File: src/rtl/rv32i_pkg.sv
// rv32i_pkg: shared opcodes, format/ALU enums and funct7 constants for the RV32I decoder.
package rv32i_pkg;
   localparam logic [6:0] OPC_OP     = 7'h33;
   localparam logic [6:0] OPC_OP_IMM = 7'h13;
   localparam logic [6:0] OPC_LOAD   = 7'h03;
   localparam logic [6:0] OPC_STORE  = 7'h23;
   localparam logic [6:0] OPC_BRANCH = 7'h63;
   localparam logic [6:0] OPC_LUI    = 7'h37;
   localparam logic [6:0] OPC_AUIPC  = 7'h17;
   localparam logic [6:0] OPC_JAL    = 7'h6F;
   localparam logic [6:0] OPC_JALR   = 7'h67;
   localparam logic [6:0] OPC_FENCE  = 7'h0F;
   localparam logic [6:0] OPC_SYSTEM = 7'h73;

   localparam logic [6:0] F7_BASE = 7'h00;
   localparam logic [6:0] F7_ALT  = 7'h20;

   typedef enum logic [2:0] {
      FMT_R = 3'd0, FMT_I = 3'd1, FMT_S = 3'd2, FMT_B = 3'd3,
      FMT_U = 3'd4, FMT_J = 3'd5, FMT_NONE = 3'd7
   } fmt_t;

   typedef enum logic [3:0] {
      ALU_ADD, ALU_SUB, ALU_SLL, ALU_SLT, ALU_SLTU, ALU_XOR,
      ALU_SRL, ALU_SRA, ALU_OR, ALU_AND, ALU_PASS_B
   } alu_op_t;

   // alt selects SUB/SRA; callers decide when bit 30 is meaningful
   function automatic alu_op_t alu_from_f3(input logic [2:0] f3, input logic alt);
      case (f3)
         3'd0: return alt ? ALU_SUB : ALU_ADD;
         3'd1: return ALU_SLL;
         3'd2: return ALU_SLT;
         3'd3: return ALU_SLTU;
         3'd4: return ALU_XOR;
         3'd5: return alt ? ALU_SRA : ALU_SRL;
         3'd6: return ALU_OR;
         default: return ALU_AND;
      endcase
   endfunction
endpackage

File: src/rtl/rv32i_imm_gen.sv
// rv32i_imm_gen: sign-extended immediate for the decoded instruction format.
module rv32i_imm_gen
   import rv32i_pkg::*;
(
   input  logic [31:7] inst,
   input  fmt_t        fmt,
   output logic [31:0] imm
);
   assign imm = fmt == FMT_I ? {{20{inst[31]}}, inst[31:20]} :
                fmt == FMT_S ? {{20{inst[31]}}, inst[31:25], inst[11:7]} :
                fmt == FMT_B ? {{19{inst[31]}}, inst[31], inst[7], inst[30:25], inst[11:8], 1'b0} :
                fmt == FMT_U ? {inst[31:12], 12'b0} :
                fmt == FMT_J ? {{11{inst[31]}}, inst[31], inst[19:12], inst[20], inst[30:21], 1'b0} :
                32'b0;
endmodule

File: src/rtl/rv32i_decode.sv
// rv32i_decode: registered RV32I decoder producing fields, immediate, format and datapath controls.
module rv32i_decode
   import rv32i_pkg::*;
(
   input  logic        clk,
   input  logic        rst,
   input  logic [31:0] inst,
   output logic [6:0]  opcode,
   output logic [4:0]  rd,
   output logic [2:0]  funct3,
   output logic [4:0]  rs1,
   output logic [4:0]  rs2,
   output logic [6:0]  funct7,
   output logic [31:0] imm,
   output logic [2:0]  fmt,
   output logic [3:0]  alu_op,
   output logic        alu_src_imm,
   output logic        reg_write,
   output logic        mem_read,
   output logic        mem_write,
   output logic        branch,
   output logic        jump,
   output logic        illegal
);
   fmt_t        fmt_c;
   alu_op_t     alu_c;
   logic        src_c, rw_c, mr_c, mw_c, br_c, jp_c, ill_c;
   logic [31:0] imm_c;
   logic [2:0]  f3;
   logic [6:0]  f7;

   assign f3 = inst[14:12];
   assign f7 = inst[31:25];

   rv32i_imm_gen u_imm (.inst(inst[31:7]), .fmt(fmt_c), .imm(imm_c));

   always_comb begin
      fmt_c = FMT_NONE;
      alu_c = ALU_ADD;
      {src_c, rw_c, mr_c, mw_c, br_c, jp_c, ill_c} = '0;
      case (inst[6:0])
         OPC_OP: begin
            fmt_c = FMT_R;
            rw_c  = 1'b1;
            alu_c = alu_from_f3(f3, f7 == F7_ALT);
            ill_c = !(f7 == F7_BASE || (f7 == F7_ALT && (f3 == 3'd0 || f3 == 3'd5)));
         end
         OPC_OP_IMM: begin
            fmt_c = FMT_I;
            {src_c, rw_c} = 2'b11;
            // bit 30 is part of the immediate except for the shift-right pair
            alu_c = alu_from_f3(f3, f3 == 3'd5 && f7 == F7_ALT);
            ill_c = f3 == 3'd1 ? f7 != F7_BASE :
                    f3 == 3'd5 ? !(f7 == F7_BASE || f7 == F7_ALT) : 1'b0;
         end
         OPC_LOAD: begin
            fmt_c = FMT_I;
            {src_c, rw_c, mr_c} = 3'b111;
            ill_c = f3 == 3'd3 || f3 == 3'd6 || f3 == 3'd7;
         end
         OPC_STORE: begin
            fmt_c = FMT_S;
            {src_c, mw_c} = 2'b11;
            ill_c = f3 >= 3'd3;
         end
         OPC_BRANCH: begin
            fmt_c = FMT_B;
            br_c  = 1'b1;
            alu_c = ALU_SUB;
            ill_c = f3 == 3'd2 || f3 == 3'd3;
         end
         OPC_LUI: begin
            fmt_c = FMT_U;
            {src_c, rw_c} = 2'b11;
            alu_c = ALU_PASS_B;
         end
         OPC_AUIPC: begin
            fmt_c = FMT_U;
            {src_c, rw_c} = 2'b11;
         end
         OPC_JAL: begin
            fmt_c = FMT_J;
            {rw_c, jp_c} = 2'b11;
         end
         OPC_JALR: begin
            fmt_c = FMT_I;
            {src_c, rw_c, jp_c} = 3'b111;
            ill_c = f3 != 3'd0;
         end
         OPC_FENCE, OPC_SYSTEM: fmt_c = FMT_I;
         default: ill_c = 1'b1;
      endcase
      if (ill_c) begin
         {src_c, rw_c, mr_c, mw_c, br_c, jp_c} = '0;
         alu_c = ALU_ADD;
      end
   end

   always_ff @(posedge clk) begin
      if (rst) begin
         {opcode, rd, funct3, rs1, rs2, funct7, imm, alu_op} <= '0;
         {alu_src_imm, reg_write, mem_read, mem_write, branch, jump, illegal} <= '0;
         fmt <= FMT_NONE;
      end else begin
         opcode      <= inst[6:0];
         rd          <= inst[11:7];
         funct3      <= f3;
         rs1         <= inst[19:15];
         rs2         <= inst[24:20];
         funct7      <= f7;
         imm         <= ill_c ? 32'b0 : imm_c;
         fmt         <= fmt_c;
         alu_op      <= alu_c;
         alu_src_imm <= src_c;
         reg_write   <= rw_c;
         mem_read    <= mr_c;
         mem_write   <= mw_c;
         branch      <= br_c;
         jump        <= jp_c;
         illegal     <= ill_c;
      end
   end
endmodule

File: config.mk
export PLATFORM = sky130hd
export DESIGN_NAME = rv32i_decode
export DESIGN_NICKNAME = d
export VERILOG_FILES = /design/src/rtl/rv32i_pkg.sv /design/src/rtl/rv32i_imm_gen.sv /design/src/rtl/rv32i_decode.sv
export SDC_FILE = /design/constraint.sdc
export NUM_CORES = 1
export LEC_CHECK = 0
export ABC_AREA = 1
export CAP_MARGIN = 20
export CORE_ASPECT_RATIO = 0.75
export CORE_MARGIN = 2
export CORE_UTILIZATION = 39
export CTS_CLUSTER_DIAMETER = 40
export CTS_CLUSTER_SIZE = 16
export DETAILED_ROUTE_END_ITERATION = 6
export PLACE_DENSITY = 0.75
export SLEW_MARGIN = 10
export SYNTH_ARGS = -nofsm -noshare
export SYNTH_HDL_FRONTEND = slang
export SYNTH_SLANG_ARGS = --single-unit
File: constraint.sdc
create_clock -name clk -period 1.3 [get_ports clk]
set_input_delay 0.195 -clock clk [delete_from_list [all_inputs] [get_ports clk]]
set_output_delay 0.195 -clock clk [all_outputs]
set_load 0.02 [all_outputs]
==> flow_summary_export.csv <==
group,metric,value,unit
timing,hold_violations,0,
global_route,grt-ovfl-total,0,
routing,ant_nets,0,
floorplanning,io_pins,112,
synth,ys_warn_count,0,
timing,fin_crit_sh,104,%
cells_and_area,finalNonFillerCells,708,
synth,ys_seq_area_share,52.4,%
timing,fin_hold_ws,0.0692,ns
worst_setup_path,worstPathCellList,"buf_4 > inv_2 > buf_4 > buf_4 > nand3_1 > nand4_1 > buf_4 > a21oi_1 > nor2_4",
floorplanning,core_area,7360,µm²
floorplanning,dieWidth,105,µm
cts,path_clk_slew,0.08,ns
synth,yosysTopAreaCell,"dfxtp_1",
worst_setup_path,setup.worst_path.end_class,"flop",
global_route,grt_pass1_wl,16.7,mm
cts,cts_inserted_buffers,9,
synth,synth_cells,392,
place,hpwl,7.09,mm
worst_setup_path,critical_path_required,1.55,ns
cells_and_area,finalNetCount,636,
worst_setup_path,critPathArrivalTime,1.60,ns
worst_setup_path,crit_slowest_cell,"buf_4",
timing,worst_pin_slew,0.413,ns
synth,syn_area,2980,µm²
timing,setup_ws,-0.0467,ns
power_and_ir_drop,p_per_area,911,nW/µm²
floorplanning,die_h,79.7,µm
global_route,grt_max_degree,33,
cts,tritoncts,"done",
power_and_ir_drop,max-vdd-ir-drop,0.000805,V
routing,drt-total-wl,10.9,mm
routing,via_per_inst,4.88,
synth,syn_avg_cell_area,7.60,µm²
outcome,violations,"setup timing",
synth,ys_ff_latch,78,
global_route,grt_pass1_vias,3413,
routing,drt_iter0_markers,155,
worst_setup_path,cp_max_fo,14,
timing,maxSlewHeadroom,72.3,%
job,cap_violations,0,
synth,yosys.area.top_type_share,52.4,%
floorplanning,dieArea,8360,µm²
worst_setup_path,path_delay_family,"buffers and inverters",
place,globalplace.congestion,0.868,
worst_setup_path,crit_path_start_kind,"input port",
synth,synth_area_leaders,"dfxtp_1, nor2_1, nand2_1, inv_1, nand3_1",
worst_setup_path,critPathKind,"input port to flop",
worst_setup_path,timing.critical_path.buf_inv,5,
global_route,grt_antenna_before_repair,0,
synth,synth_nets,426,
outcome,status,"finished, violations left",
timing,min_period,1.35,ns
place,placed_area,4680,µm²
cts,cts_root_buffer,"clkbuf_8",
routing,vias,3457,
routing,wl_per_cell,15.4,µm
cts,h-tree-depth,3,
place,dpl.cell_count,652,
cells_and_area,layout-drive-gt1-share,37.7,%
cells_and_area,area_growth,85.0,%
timing,max_freq,743,MHz
power_and_ir_drop,p_leak,2.75,nW
cts,clockBufferDepth,2,
timing,maxSlewViolCount,0,
worst_setup_path,crit_top_cell,"buf_4",
cells_and_area,antenna_cells,0,
routing,drtPass1Iterations,5,
routing,drc,0,
synth,synthDistinctLibCells,24,
worst_setup_path,max_stage_delay,0.29,ns
timing,rsz0062_at_grt,"yes",
timing,final-setup-viol-count,20,
cts,clock-sinks,78,
worst_hold_path,hold_path_class,"input port to flop",
floorplanning,rows,27,
floorplanning,initial_core_util,40.4,%
place,io_buffers,111,
global_route,grt_usage,25.9,%
cells_and_area,final_cell_area,5510,µm²
[per-layer routing]
layer	track usage, %	routed length, µm
met1	31.3	4490
met2	44.4	5230
met3	7.10	792
met4	9.47	362
met5	0	0
[kinds of logic (layout without fill, tap and decap cells)]
logic type / count (synthesis) / count (layout) / share of synthesized area (%)
buf+inv: 68 / 283 / 9.41
flops: 78 / 78 / 52.4
simple gates: 200 / 200 / 29.7
compound gates: 46 / 46 / 8.40
[cell usage in the layout (no fill, tap or decap), drive strengths merged, types with 2 or more instances in the layout]
cell type / count
nand3: 24
inv: 59
clkdlybuf4s50: 16
o21ai: 17
nand2: 62
clkbuf: 13
nor3: 13
clkinvlp: 2
a21oi: 21
clkdlybuf4s15: 4
nand4: 3
o211ai: 5
nor2: 97
dfxtp: 78
dlygate4sd2: 80
buf: 107
[cell type report]
cell class              instances  area [µm²]
flip-flops and latches         78        1560
inverters                      58         223
repair buffers                209        1870
well taps                     101         126
clock buffers                  11         131
clock inverters                 5        58.8
multi-input cells             246        1540
fillers                       596        1860
[synthesized netlist by cell type (all sizes together)]
master / count
clkbuf: 3
nand4: 3
a22oi: 1
o22ai: 1
inv: 58
a2bb2oi: 1
o211ai: 5
nand2: 62
o21ai: 17
nor3: 13
dfxtp: 78
nand3: 24
buf: 7
nand3b: 1
a21oi: 21
nor2: 97
[per-stage QoR]
step                      worst slack (ns)  TNS [ns]  utilization, %  power [mW]
after floorplan                    0.00684         0               -        2.79
final                              -0.0467    -0.309            74.8        5.02
after detailed placement            -0.716    -30.35            63.6        3.18
after global placement              -0.680    -28.79            63.6        3.18
after CTS                          -0.0104   -0.0459            72.5        4.97
after global routing                -0.106     -2.14            74.8        5.20
[sequential cells by signal (all words and copies together) (netlist names), 3 cells and up]
register / count
alu_op: 4
fmt: 3
funct3: 3
funct7: 7
imm: 32
opcode: 7
rd: 5
rs1: 5
rs2: 5
[worst paths after layout]
kind / start / to / slack (ns) / cells past startpoint
min: inst[0] / opcode[0] / 0.07 / 3
max: inst[5] / imm[14] / -0.05 / 9
[repair_timing]
item | in CTS | in global routing
hold buffers | 0 | 0
setup buffers | 33 | 7
setup endpoints to repair | 123 | 42
cloned | 4 | 0
gates resized for setup | 205 | 62
pin swaps | 25 | 24
[where the power goes]
group / switching [mW] / total (mW) / leakage (nW) / internal (mW)
registers: 0.0125 / 2.46 / 0.638 / 2.45
clock network: 0.883 / 1.77 / 0.0899 / 0.891
logic: 0.431 / 0.783 / 2.02 / 0.352
total: 1.33 / 5.02 / 2.75 / 3.69
(Power assumes the default switching activity.)
==> RTL change, RTL diff (same settings) <==
Put one more register stage on the output `rs2`, cleared by the reset. The value now appears one clock later. The other outputs are not delayed to match.
--- a/src/rtl/rv32i_decode.sv
+++ b/src/rtl/rv32i_decode.sv
@@ -22,6 +22,8 @@
    output logic        jump,
    output logic        illegal
 );
+
+   logic [4:0] rs2_s0;
    fmt_t        fmt_c;
    alu_op_t     alu_c;
    logic        src_c, rw_c, mr_c, mw_c, br_c, jp_c, ill_c;
@@ -98,7 +100,7 @@
 
    always_ff @(posedge clk) begin
       if (rst) begin
-         {opcode, rd, funct3, rs1, rs2, funct7, imm, alu_op} <= '0;
+         {opcode, rd, funct3, rs1, rs2_s0, funct7, imm, alu_op} <= '0;
          {alu_src_imm, reg_write, mem_read, mem_write, branch, jump, illegal} <= '0;
          fmt <= FMT_NONE;
       end else begin
@@ -106,7 +108,7 @@
          rd          <= inst[11:7];
          funct3      <= f3;
          rs1         <= inst[19:15];
-         rs2         <= inst[24:20];
+         rs2_s0      <= inst[24:20];
          funct7      <= f7;
          imm         <= ill_c ? 32'b0 : imm_c;
          fmt         <= fmt_c;
@@ -120,5 +122,13 @@
          illegal     <= ill_c;
       end
    end
+   always_ff @(posedge clk) begin
+      if (rst) begin
+         rs2 <= '0;
+      end else begin
+         rs2 <= rs2_s0;
+      end
+   end
+
 endmodule
 
Formal check against the unedited RTL: not equivalent (Yosys sat finds a counterexample within 4 cycles, from zero or initial values and one cycle with rst high).
==> RTL change against the unedited design <==
- synthesized area is 5.1% higher
- worst setup slack better by 0.082 ns
- total power grew 4.4%
- critical path depth grew 3
- design area down 4.0%
- combinational power is 13% lower
- synthesized cell count rose by 3.6%
- sequential cell count rose by 5
- hold slack gained 0.013 ns
- non-clock buffer count down 18
- wire length shrank 14%
- utilization decreased by 7.4 points
==> RTL change: results <==
metrics = {
    "route": {
        "wl_met1_microns": 4157,
        "avgRoutedWirePerCell_microns": 13.28,
        "route.met3.wl_microns": 544,
        "drt_iter0_markers": 137,
        "drt-pass1-iter-count": 6,
        "detailroute.wirelength.met2_microns": 4520,
        "vias": 3245,
        "avgViaCountPerCell": 4.603,
    },
    "layout": {
        "num-nets-final": 630,
        "flow.area_growth_from_synthesis_pct": 68.97,
        "antenna_cells": 0,
        "fill_cells": 638,
        "biggestRegsByFlops": "imm (32), funct7 (7), opcode (7)",
        "post_route_cells_drive_above_1_share": 0.3067,
    },
    "power_and_ir_drop": {
        "leakage_nw": 2.690,
        "irDropWorstVdd_v": 0.0005277,
    },
    "outcome": {
        "outcome": "finished, final reports clean",
    },
    "setup_path": {
        "cpPeakStageDelay_ns": 0.17,
        "crit_path_capture": "imm[16]",
        "worst_path_maximum_fanout": 7,
        "timing.critical_path.from": "inst[1]",
        "critPathSlowestCell": "sky130_fd_sc_hd__buf_12",
        "crit_arrival_ns": 1.56,
        "r2r_slack_ns": 0.81,
    },
    "global_route": {
        "grt_start_max_net_pins": 24,
        "grtUsageTotal": 0.2150,
        "use_met1": 0.2672,
        "gr-usage-met3": 0.05714,
        "grt_pass1_wl_microns": 14550,
        "grt.met2_usage": 0.3722,
        "top_usage_layer": "met2",
    },
    "sta": {
        "period_minus_slack_ns": 1.264,
        "max_slew_margin": 0.6649,
        "post_route_worst_hold_slack_ns": 0.08257,
    },
    "placed_design": {
        "placement.setup.worst_slack_ns": -0.6784,
        "globalplace.congestion": 0.8753,
        "numPlacedInstances": 674,
        "dpl-instance-area_sq_mm": 0.004821,
        "dp_hpwl_microns": 6686,
    },
    "logic_synthesis": {
        "yosysSeqAreaShare": 0.5310,
        "synthesis.nets": 440,
        "synth_common_cells": "112 x sky130_fd_sc_hd__nor2_1, 83 x sky130_fd_sc_hd__dfxtp_1, 58 x sky130_fd_sc_hd__inv_1, 45 x sky130_fd_sc_hd__nand2_1, 36 x sky130_fd_sc_hd__nand3_1",
        "avgSynthCellArea_sq_um": 7.708,
        "ys_types": 29,
        "share_of_the_synthesized_area_in_compound_gates_ao_oa_aoi_oai": 0.04598,
        "synth_top_cells_by_area": "sky130_fd_sc_hd__dfxtp_1 53%, sky130_fd_sc_hd__nor2_1 13%, sky130_fd_sc_hd__inv_1 7.0%",
        "post_synth_xor_area_fraction": 0,
        "synthAdderAreaFrac": 0,
    },
    "worst_hold_path": {
        "holdPathEnd": "opcode[0]",
    },
    "clocking": {
        "clk-insertion-delay-late_ns": 0.35,
        "post-cts-setup-buffers": 8,
        "cts.repair.resized": 139,
        "clock-root-buffer": "sky130_fd_sc_hd__clkbuf_8",
    },
}
## RTL change: cell types whose count changed in the layout (fill, tap and decap cells not counted), moves of 7 or more
cell and delta:
sky130_fd_sc_hd__inv_1 +14, sky130_fd_sc_hd__nor2_4 -16, sky130_fd_sc_hd__nand2_1 -8, sky130_fd_sc_hd__nor2_2 +7, sky130_fd_sc_hd__nand3_1 +12, sky130_fd_sc_hd__inv_2 -10, sky130_fd_sc_hd__nor3_1 -11, sky130_fd_sc_hd__buf_4 -13
sky130_fd_sc_hd__nor2_1 +39, sky130_fd_sc_hd__o21ai_0 -10
## RTL change: final cells by class
cell class,count,share of cell area
multi-input combinational,248,0.2612
tap,105,0.02485
timing repair buffer,191,0.3150
clock inverter,5,0.01491
clock buffer,10,0.02414
inverter,63,0.04567
sequential,83,0.3142
## RTL change: where the power goes
group          internal (mW)  switching [mW]  total (mW)
Sequential              2.61          0.0157        2.62
Combinational          0.299           0.381       0.680
Clock                   1.07           0.868        1.94
